`src/rtl/alu_pkg.sv`:
```
// Shared constants for the execute-stage ALU: Sel codes, FSM states, default width.
// The iterative MUL/DIV datapath is built only when ALU_MULDIV_EN is defined.
package alu_pkg;

    localparam int ALU_WIDTH = 32;

    localparam logic [3:0] SEL_NOP = 4'b0000;
    localparam logic [3:0] SEL_ADD = 4'b0001;
    localparam logic [3:0] SEL_SUB = 4'b0010;
    localparam logic [3:0] SEL_MUL = 4'b0011;
    localparam logic [3:0] SEL_DIV = 4'b0100;
    localparam logic [3:0] SEL_AND = 4'b0101;
    localparam logic [3:0] SEL_OR  = 4'b0110;
    localparam logic [3:0] SEL_NOR = 4'b0111;
    localparam logic [3:0] SEL_SLT = 4'b1000;
    localparam logic [3:0] SEL_XOR = 4'b1001;

    typedef enum logic [1:0] {
        ST_IDLE = 2'd0,
        ST_MUL  = 2'd1,
        ST_DIV  = 2'd2
    } state_t;

endpackage

```
`src/rtl/alu_muldiv_iter.sv`:
```
// One-bit-per-cycle shift-add multiplier / restoring divider sharing one set of shift registers.
// Instantiated by alu_exec_unit only when ALU_MULDIV_EN is defined.
module alu_muldiv_iter
    import alu_pkg::*;
#(
    parameter int WIDTH = ALU_WIDTH
) (
    input  logic             clk,
    input  logic             rst,
    input  logic             load,
    input  logic             run,
    input  logic             mode,
    input  logic [WIDTH-1:0] a,
    input  logic [WIDTH-1:0] b,
    output logic [WIDTH-1:0] result,
    output logic             last
);

    // reg_a: multiplicand / dividend-then-quotient; reg_b: multiplier / divisor;
    // acc: product accumulator / partial remainder.
    logic [5:0]       count;
    logic [WIDTH-1:0] reg_a, reg_b, acc;
    logic [WIDTH-1:0] reg_a_next, reg_b_next, acc_next;
    logic [WIDTH:0]   rem_shift, rem_diff;

    always_comb begin
        // NOTE: every always_comb output gets a default first so no path can infer a latch.
        reg_a_next = reg_a;
        reg_b_next = reg_b;
        acc_next   = acc;
        rem_shift  = {acc, reg_a[WIDTH-1]};
        rem_diff   = rem_shift - {1'b0, reg_b};
        if (!mode) begin
            acc_next   = reg_b[0] ? acc + reg_a : acc;
            reg_a_next = reg_a << 1;
            reg_b_next = reg_b >> 1;
        end else if (!rem_diff[WIDTH]) begin
            acc_next   = rem_diff[WIDTH-1:0];
            reg_a_next = {reg_a[WIDTH-2:0], 1'b1};
        end else begin
            acc_next   = rem_shift[WIDTH-1:0];
            reg_a_next = {reg_a[WIDTH-2:0], 1'b0};
        end
    end

    assign result = mode ? reg_a_next : acc_next;
    assign last   = (count == 6'(WIDTH - 1));

    always_ff @(posedge clk) begin
        if (rst || load) begin
            count <= '0;
        end else if (run) begin
            count <= count + 6'd1;
        end
    end

    // NOTE: the shift registers carry no reset; load always initialises them before use.
    always_ff @(posedge clk) begin
        if (load) begin
            reg_a <= a;
            reg_b <= b;
            acc   <= '0;
        end else if (run) begin
            reg_a <= reg_a_next;
            reg_b <= reg_b_next;
            acc   <= acc_next;
        end
    end

endmodule

```
`src/rtl/alu_exec_unit.sv`:
```
// Execute-stage ALU with start/busy/done handshake; logic and add/sub finish in one cycle.
// Define ALU_MULDIV_EN to build the 32-step iterative MUL/DIV path and its FSM states.
module alu_exec_unit
    import alu_pkg::*;
#(
    parameter int WIDTH = ALU_WIDTH
) (
    input  logic             clk,
    input  logic             rst,
    input  logic             start,
    input  logic [3:0]       Sel,
    input  logic [WIDTH-1:0] A,
    input  logic [WIDTH-1:0] B,
    output logic [WIDTH-1:0] Result,
    output logic             Zero,
    output logic             busy,
    output logic             done,
    output logic             div_by_zero
);

    state_t           state, state_next;
    logic [WIDTH-1:0] single_res, result_next;
    logic             done_next, dbz_next, slt;

    assign slt = $signed(A) < $signed(B);

    always_comb begin
        single_res = '0;
        case (Sel)
            SEL_ADD: single_res = A + B;
            SEL_SUB: single_res = A - B;
            SEL_AND: single_res = A & B;
            SEL_OR:  single_res = A | B;
            SEL_NOR: single_res = ~(A | B);
            SEL_XOR: single_res = A ^ B;
            SEL_SLT: single_res = {{(WIDTH-1){1'b0}}, slt};
            default: single_res = '0;
        endcase
    end

`ifdef ALU_MULDIV_EN
    logic             iter_load, iter_last;
    logic [WIDTH-1:0] iter_result;

    alu_muldiv_iter #(.WIDTH(WIDTH)) u_iter (
        .clk    (clk),
        .rst    (rst),
        .load   (iter_load),
        .run    (state != ST_IDLE),
        .mode   (state == ST_DIV),
        .a      (A),
        .b      (B),
        .result (iter_result),
        .last   (iter_last)
    );
`endif

    always_comb begin
        state_next  = state;
        result_next = Result;
        done_next   = 1'b0;
        dbz_next    = div_by_zero;
`ifdef ALU_MULDIV_EN
        iter_load   = 1'b0;
`endif
        case (state)
            ST_IDLE: begin
                if (start) begin
`ifdef ALU_MULDIV_EN
                    if (Sel == SEL_MUL) begin
                        iter_load  = 1'b1;
                        state_next = ST_MUL;
                    end else if (Sel == SEL_DIV && B != '0) begin
                        iter_load  = 1'b1;
                        state_next = ST_DIV;
                    end else if (Sel == SEL_DIV) begin
                        result_next = '1;
                        dbz_next    = 1'b1;
                        done_next   = 1'b1;
                    end else
`endif
                    begin
                        result_next = single_res;
                        dbz_next    = 1'b0;
                        done_next   = 1'b1;
                    end
                end
            end
`ifdef ALU_MULDIV_EN
            ST_MUL, ST_DIV: begin
                if (iter_last) begin
                    result_next = iter_result;
                    dbz_next    = 1'b0;
                    done_next   = 1'b1;
                    state_next  = ST_IDLE;
                end
            end
`endif
            default: state_next = ST_IDLE;
        endcase
    end

    // NOTE: sequential state uses non-blocking assignments so all registers update together.
    always_ff @(posedge clk) begin
        if (rst) begin
            state       <= ST_IDLE;
            Result      <= '0;
            Zero        <= 1'b1;
            done        <= 1'b0;
            div_by_zero <= 1'b0;
        end else begin
            state       <= state_next;
            Result      <= result_next;
            Zero        <= (result_next == '0);
            done        <= done_next;
            div_by_zero <= dbz_next;
        end
    end

    assign busy = (state != ST_IDLE);

endmodule

```
`config.mk`:
```
export PLATFORM = sky130hd
export DESIGN_NAME = alu_exec_unit
export DESIGN_NICKNAME = d
export VERILOG_FILES = /design/src/rtl/alu_pkg.sv /design/src/rtl/alu_muldiv_iter.sv /design/src/rtl/alu_exec_unit.sv
export SDC_FILE = /design/constraint.sdc
export NUM_CORES = 1
export LEC_CHECK = 0
export BUFFER_PORTS_ARGS = -buffer_cell sky130_fd_sc_hd__clkbuf_2
export CORE_ASPECT_RATIO = 1.5
export CORE_MARGIN = 4
export CORE_UTILIZATION = 60
export CTS_BUF_LIST = sky130_fd_sc_hd__clkbuf_4
export CTS_CLUSTER_SIZE = 10
export DETAILED_ROUTE_END_ITERATION = 8
export PLACE_DENSITY = 0.81
export SYNTH_ARGS = -nofsm -noshare
export SYNTH_HDL_FRONTEND = slang
export SYNTH_HIERARCHICAL = 1
export SYNTH_SLANG_ARGS = --single-unit
```
`constraint.sdc`:
```
create_clock -name clk -period 5.96 [get_ports clk]
set_input_delay 0.894 -clock clk [delete_from_list [all_inputs] [get_ports clk]]
set_output_delay 0.894 -clock clk [all_outputs]
set_load 0.1 [all_outputs]
```
# --- After elaboration in Yosys (flattened, before gate mapping) ---
# Cells that the tools add are included.
totals:
  elab_cells: 21
  output_inout_bits: 36
  memories: 0
  latchBits: 0
  inputBits: 71
  register_bits: 34
  rom_bits: 0
  ram_bits: 0
classes:
  n_bitwise: 4
  div: 0
  reduce_logical: 1
  n_shift: 0
  addsub: 2
  mul: 0
  n_lt_le_gt_ge: 1
  muxes: 3
  n_eq_ne: 7
ops:
  columns: ["cell", "count"]
  rows:
  - ["one-hot mux 32 bit (7 select lines)", 1]
  - ["adder 32 bit", 1]
  - ["AND 32 bit", 1]
  - ["logical NOT 32 bit", 1]
  - ["less-than comparator 32 bit", 1]
  - ["2-to-1 mux 32 bit", 1]
  - ["NOT 32 bit", 1]
  - ["bitwise OR 32 bit", 1]
  - ["subtractor 32 bit", 1]
  - ["bitwise XOR 32 bit", 1]
  - ["== test 4 x 3 -> 1 bit (second input constant)", 3]
  - ["== test 4 bit (second input constant)", 2]
  - ["== test 4 x 1 -> 1 bit (second input constant)", 1]
  - ["== test 4 x 2 -> 1 bit (second input constant)", 1]
  - ["2-to-1 mux 1 bit", 1]

# --- Logic depth before layout (Yosys ltp) ---
# Gate-level depths: netlist (run 1).
logic_depth:
  depth_word: 5
  ltp_mapped: 13
  depth_no_buf: 13

# --- Worst setup path before layout (run 1) ---
# Ideal clock, no wire load.
synth_timing:
  kind: "input-to-reg"
  from: "input port A[0]"
  to: "register Zero"
  cell_stages: 12
  path_slack_ps: 2188
  arrival_time_ps: 3688
  n_path_buf: 0
  setup_ps: 84
  required_ps: 5876
  path_cell_list: "ha_1 fa_1 a21oi_4 o221ai_2 and4_4 o31a_1 a311o_1 a221oi_2 o21ai_1 a221oi_2 nand4_1 o31ai_2"
synth_via:
  elab_chain_cells: 5
  word_cells_on_any_way: 10
  classes_between: "2 x add/sub; 1 x order compare; 2 x mux; 4 x bitwise; 1 x reduce/logical"
synth_rtl:
  columns: ["element", "line", "text"]
  rows:
  - ["start: declaration", "alu_exec_unit.sv:12", "input logic [WIDTH-1:0] A,"]
  - ["parallel branches: the longest is 2 deep, another holds subtractor 32 bit", null, null]
  - ["one-hot mux 32 bit (7 select lines) (*)", "alu_exec_unit.sv:29", "case (Sel)"]
  - ["2-to-1 mux 32 bit (*)", "alu_exec_unit.sv:68", "if (start) begin"]
  - ["logical NOT 32 bit (*)", "alu_exec_unit.sv:114", "Zero <= (result_next == '0);"]
  - ["end signal: assignment", "alu_exec_unit.sv:114", null]
  - ["end: declaration", "alu_exec_unit.sv:15", "output logic Zero,"]
# Mark *: on every way between the ends.
# A chain may end at the register's enable or synchronous reset.

# --- Worst setup path after layout (run 1) ---
layout_timing:
  from: "input port Sel[1]"
  to: "register Zero"
layout_via:
  elab_chain_cells: 4
  word_cells_on_any_way: 10
  classes_between: "7 x eq/ne; 2 x mux; 1 x reduce/logical"
layout_rtl:
  columns: ["element", "line", "text"]
  rows:
  - ["start: declaration", "alu_exec_unit.sv:11", "input logic [3:0] Sel,"]
  - ["== test 4 bit (tied with other cells)", "alu_exec_unit.sv:29", null]
  - ["one-hot mux 32 bit (7 select lines) (*)", "alu_exec_unit.sv:29", null]
  - ["2-to-1 mux 32 bit (*)", "alu_exec_unit.sv:68", null]
  - ["logical NOT 32 bit (*)", "alu_exec_unit.sv:114", null]
# Every way passes the cells marked *; elsewhere a longest branch is shown, timed or not.

==> results by group, run 1 <==
Synth
  – Cell taking the most area after synthesis: ha_1
  – Sequential element share of the synthesized area: 8.79%
  – EDFF count, synth: 0
  – Yosys cell types: 96
  – Post-synth ARST share: 0%
  – Mean area per synthesized cell: 7.06 um^2
  – Synth Flop Type: dfxtp_1
  – Post-Synthesis Cells: 1098
  – Synth cell count leaders: ha_1, a21oi_1, inv_1, nor2_1, nand2_1
  – Synth top area share: 18.2%
  – Most frequent cell after synthesis: ha_1
  – Ranking of synthesized cells by area: ha_1, dfxtp_1, a21oi_1
  – Yosys warnings: 6
  – Number of synthesized register bits: 34
  – Synth Cell Area: 0.00775 mm^2

Min path
  – Hold Path Class: reg -> reg

Place
  – Placed cells: 1306
  – Port buffer count: 104
  – Detailed Place HPWL: 23900 um
  – Routability cong.: 1.07

Power and ir drop
  – Pwr per Cell Area: 137 mW/mm^2
  – LEAKAGE: 3.83 nW
  – Combinational share of power: 66.4%
  – Worst VDD drop: 77.7 uV
  – Clk pwr share: 12.2%
  – Switching pwr: 0.611 mW
  – Int Power: 0.524 mW
  – Switching Fraction: 53.8%
  – Seq pwr share: 21.4%
  – Total chip power: 1.14 mW

CTS
  – Cts bufs inserted: 5
  – Quantity of gates resized following cts: 0
  – Clock Latency Late Sink: 0.36 ns
  – CTS max path bufs: 2
  – CTS tree: done
  – CTS Root Cell: clkbuf_4
  – CTS Hold Buffers Added: 0
  – Post-CTS setup buffer count: 0
  – Clock net sink count: 34
  – # H-tree levels: 2
  – Clock-pin slew on the worst setup and hold paths: 0.12 ns

Final layout
  – Layout area overhead: 7.09%
  – Storage element area: 681 um^2
  – Multi-input logic area: 0.00638 mm^2
  – Layout Cells excl Fill: 1314
  – Layout cells sized above 1: 15.0%
  – Fin nets: 1343
  – # fillers: 1247
  – Diodes inserted: 0

STA
  – Skew final: 0.00914 ns
  – Slew headroom: 32.3%
  – Fmax: 0.231 GHz
  – Final setup fails: 0
  – Tmin final: 4.32 ns
  – RSZ-0062 raised after global routing: false
  – Slew Viols, Final: 0
  – Worst Hold Slack: 0.498 ns
  – Actual slew at the worst max-slew pin: 1.01 ns
  – Final Hold Fails: 0
  – Setup TNS: 0 ns
  – Period utilization: 72.5%

Drt
  – Drt first pass iters: 6
  – # DRC: 0
  – DRT antenna net count: 0
  – Avg WL per Cell: 23.4 um
  – Final WL: 30700 um
  – Drt via density: 7.03
  – DRT iter0 DRCs: 1016
  – Via count: 9236

Worst setup path
  – Crit path launch type: input port
  – Worst-path fanout max: 32
  – R2R Path End: Zero
  – Crit-path cells: clkbuf_2, buf_4, mux2_2, a21oi_1, o21ai_0, o21ba_2, o31ai_1, a211oi_1, o311ai_0, nor4_1, nand4_1, o31ai_2
  – FF-to-FF path depth: 8
  – Critical-path top delay cell: buf_4
  – Buffers and inverters on the worst path: 2
  – CP required: 6.23 ns
  – Worst EP arrival: 4.59 ns
  – Launch point of the worst reg-to-reg path: Result[7]
  – Crit path kind: in -> reg
  – Critical path depth: 12
  – Critical path's top delay family: compound AO/OA/AOI/OAI gates
  – Largest stage delay, worst path: 0.59 ns
  – Crit path to: Zero
  – R2R Setup Slk: 3.59 ns
  – Crit end category: flop
  – Worst Setup SP: Sel[1]

Floorplan
  – Die X-Extent: 101 um
  – Initial Util: 61.6%
  – I/O pin total: 107
  – Core area: 0.0126 mm^2
  – Num rows: 50
  – Die height: 147 um
  – Die ar.: 0.0148 mm^2

Status
  – Status: complete, no violations

Global route
  – Largest net degree at the start of global routing: 33
  – Total gr overflow: 0
  – Antenna violations before repair: 0
  – Tot GR Track Use: 39.9%
  – Vias in the first global route: 8931
  – First-pass GRT wire length: 47000 um

Flow run
  – Max cap viols: 0
tightest hold or removal path: stages (launching register included):
cell	delay [ns]
dfxtp_1	0.34
nand2_1	0.06
a21oi_1	0.06
how the worst min path moves through the flow:
| stage | slack [ns] | cells past startpoint | to | startpoint |
|---|---|---|---|---|
| finish | 0.50 | 2 | Result[17] | Result[17] |
| global route | 0.53 | 2 | Result[21] | Result[21] |
| CTS | 0.49 | 2 | Result[17] | Result[17] |
| floorplan | 0.92 | 2 | Result[21] | Result[21] |
| global placement | 0.47 | 2 | Result[21] | Result[21] |
| detailed placement | 0.48 | 2 | Result[17] | Result[17] |
kinds of logic (layout without fill, tap and decap cells):
logic type | Yosys count | count (layout) | share of synthesized area (%)
DFF | 34 | 34 | 8.79
adders and majority gates | 115 | 115 | 18.8
and+or+nand+nor | 351 | 351 | 22.7
buffers and inverters | 166 | 225 | 9.06
AOI/OAI and AO/OA | 391 | 391 | 35.4
other | 1 | 2 | 0.0484
muxes | 34 | 34 | 4.49
xor gates and xnor gates | 6 | 6 | 0.678
metal layers:
layer | share of wire [%] | track usage (%)
met5 | 0 | 0
met4 | 8.8 | 29.3
met3 | 9.2 | 6.46
met2 | 47 | 67.1
met1 | 35 | 44.3
power by group through the flow:
stage / registers [mW] / clock network [mW] / logic (mW)
after global routing: 0.243 / 0.146 / 0.804
final: 0.243 / 0.139 / 0.754
after CTS: 0.242 / 0.135 / 0.731
after detailed placement: 0.247 / 0 / 0.728
after global placement: 0.248 / 0 / 0.725
after floorplan: 0.309 / 0 / 0.466
layout by cell type (no fill, tap or decap), drive strengths merged, types with 21 or more instances in the layout:
cell type  netlist  final
mux2i           28     28
nor3            23     23
o21ai           58     58
clkbuf          27    110
nor2            94     94
nand2           83     83
nor2b           21     21
dfxtp           34     34
a21oi          107    107
inv            100    100
ha             113    113
nand3           28     28
state kept, by name, summed over array words and instances (netlist names):
signal  count
Result     32
Zero        1
done        1
metrics by stage:
stage | utilization (%) | cell area (um^2) | setup slack, ns
after floorplan | - | 7750 | 2.19
after global placement | 65.6 | 8240 | 1.43
after detailed placement | 65.6 | 8240 | 1.44
after CTS | 66.0 | 8300 | 1.78
after global routing | 66.0 | 8300 | 1.60
final | 66.0 | 8300 | 1.64
area by class of cell:
cell class,count,area share (%)
sequential,34,8.20
clock buffer,6,0.543
inverter,101,4.57
tap,156,2.35
multi-input combinational,899,76.9
clock inverter,2,0.106
timing repair buffer,116,7.36
Power figures use the tool's default switching activity.
==> run 2: changes to the inputs <==
- clock period: 5.96 -> 4.45 ns (I/O delays scaled with it)
==> run 2 against run 1 <==
Net effect:
- power is 40% higher
- clock skew is 0.0030 ns lower
- die area stayed put
- via count is 2.9% higher
- worst hold slack better by 0.0057 ns
- cell count is 2.1% higher
- flip-flop and latch count stayed put
- count of clock-buffer cells in the layout is 1 lower
- non-clock buffer count is 28 higher
- sequential power is 34% higher
- clock power is 60% higher
- highest routed layer unchanged
==> results by group, run 2 (synthesis gave the netlist of run 1 again) <==
Power and ir drop
  – LEAKAGE: 3.97 nW (+3.5%)
  – Pwr per Cell Area: 187 mW/mm^2 (+36%)
  – Worst VDD drop: 111 uV (+43%)

STA
  – Worst Hold Slack: 0.504 ns (+0.00571 ns)
  – RSZ-0062 raised after global routing: false
  – Skew final: 0.00617 ns (-0.00297 ns)
  – Final Hold Fails: 0 (unchanged)
  – Slew Viols, Final: 0 (unchanged)
  – Setup TNS: 0 ns (unchanged)
  – Fmax: 0.263 GHz
  – Final setup fails: 0 (unchanged)
  – Actual slew at the worst max-slew pin: 0.944 ns (-0.0652 ns)
  – Slew headroom: 36.9% (+4.6 points)
  – Period utilization: 85.3%
  – Tmin final: 3.80 ns

Drt
  – Drt via density: 7.09 (+0.87%)
  – Final WL: 31900 um (+3.7%)
  – # DRC: 0 (unchanged)
  – Drt first pass iters: 7 (+1)
  – DRT iter0 DRCs: 994 (-2.2%)
  – DRT antenna net count: 0 (unchanged)
  – Via count: 9508 (+2.9%)
  – Avg WL per Cell: 23.8 um (+1.7%)

Floorplan
  – Initial Util: 61.6% (unchanged)
  – Die height: 147 um (unchanged)
  – I/O pin total: 107 (unchanged)
  – Die X-Extent: 101 um (unchanged)
  – Core area: 0.0126 mm^2 (unchanged)
  – Die ar.: 0.0148 mm^2 (unchanged)
  – Num rows: 50 (unchanged)

Final layout
  – Number of flip-flops in the largest register: 32 (unchanged)
  – Largest register by flop count: Result
  – Layout area overhead: 10.0%
  – Diodes inserted: 0 (unchanged)
  – Fin nets: 1371 (+2.1%)
  – Most common cell after layout, fill and taps aside: ha_1
  – Top flop regs: Result (32), Zero (1), done (1)
  – Layout cells sized above 1: 17.0% (+1.9 points)
  – Commonest non-fill, non-tap cells in the layout: ha_1, clkbuf_2, a21oi_1

Worst setup path
  – R2R Setup Slk: 2.03 ns (-1.56 ns)
  – Crit end category: flop
  – Worst EP arrival: 4.07 ns (-0.52 ns)
  – Worst-path fanout max: 13 (-59%)
  – FF-to-FF path depth: 8 (unchanged)
  – CP required: 4.72 ns (-1.51 ns)
  – Crit path kind: in -> reg
  – Crit path launch type: input port
  – R2R Path End: Zero
  – Launch point of the worst reg-to-reg path: Result[7]

CTS
  – Clock net sink count: 34 (unchanged)
  – CTS tree: done
  – Cts bufs inserted: 5 (unchanged)
  – Quantity of gates resized following cts: 0 (unchanged)
  – Clock-pin slew on the worst setup and hold paths: 0.11 ns (about the same)
  – CTS Hold Buffers Added: 0 (unchanged)
  – Post-CTS setup buffer count: 0 (unchanged)
  – Clock Latency Late Sink: 0.35 ns (about the same)
  – CTS max path bufs: 2 (unchanged)
  – # H-tree levels: 2 (unchanged)
  – CTS Root Cell: clkbuf_4

Status
  – Status: complete, no violations

Global route
  – Vias in the first global route: 9113 (+2.0%)
  – Antenna violations before repair: 0 (unchanged)
  – Tot GR Track Use: 41.1% (+1.2 points)
  – First-pass GRT wire length: 48000 um (+2.2%)
  – Total gr overflow: 0 (unchanged)
  – Largest net degree at the start of global routing: 26 (-21%)

Place
  – Detailed Place HPWL: 25400 um (+6.4%)
  – Port buffer count: 104 (unchanged)
  – Routability cong.: 1.03 (-3.8%)

Min path
  – Hold path depth: 2 (unchanged)
  – Hold Crit Start: Result[21]
  – Worst Hold End: Result[21]
  – Hold Path Class: reg -> reg

Flow run
  – Max cap viols: 0 (unchanged)
[run 2: cell count changes in the layout (fill, tap and decap cells not counted), sizes merged]
cell	change
buf	+28
bufinv	+1
clkbuf	-1
clkinv	-1
[run 2: worst max path at each step]
stage	startpoint	endpoint	slack (ns)	cells past startpoint
2_1_floorplan	A[0]	Zero	0.90	12
3_3_place_gp	A[9]	Zero	0.42	15
3_5_place_dp	A[9]	Zero	0.37	15
4_1_cts	A[9]	Zero	0.72	15
5_1_grt	A[9]	Zero	0.45	15
6_report	A[11]	Zero	0.65	13
[run 2: stage by stage]
| step | util [%] | cells | instance area [um^2] | power, mW | setup slack, ns |
|---|---|---|---|---|---|
| 3_3_place_gp | 67.2 | 1334 | 8450 | 1.33 | 0.415 |
| 4_1_cts | 67.8 | 1341 | 8520 | 1.55 | 0.716 |
| 3_5_place_dp | 67.2 | 1334 | 8450 | 1.33 | 0.373 |
| 6_report | 67.8 | 1341 | 8520 | 1.59 | 0.653 |
| 2_1_floorplan | - | 1099 | 7750 | 1.04 | 0.905 |
| 5_1_grt | 67.8 | 1341 | 8520 | 1.66 | 0.453 |
[run 2: area by class of cell]
cell class              instances  area [um^2]
clock buffers                   5         37.5
clock inverters                 2         33.8
fillers                      1177         4050
inverters                     101          379
multi-input cells             899         6380
flip-flops and latches         34          681
well taps                     156          195
repair buffers                144          821
[run 2: worst max-delay path, cell delays in order]
cell,delay [ns]
clkbuf_2,0.12
inv_1,0.05
ha_1,0.53
inv_1,0.23
a21oi_1,0.32
o221ai_1,0.36
or2_1,0.35
xnor2_1,0.13
a221oi_1,0.40
o21ai_0,0.14
nor4_1,0.37
nand4_1,0.17
o31ai_2,0.24
[run 2: power by group]
part           switching [mW]  internal, mW
clock network           0.110         0.113
logic                   0.704         0.338
registers             0.00994         0.316
total                   0.823         0.767
[run 2: routing by layer]
metal / vias to the layer above / share of wire (%) / global-route usage [%]
li1: 4224 / - / -
met3: 225 / 8.6 / 5.04
met4: 0 / 9.6 / 31.1
met2: 688 / 47 / 70.7
met5: - / 0 / 0
met1: 4371 / 34 / 44.9
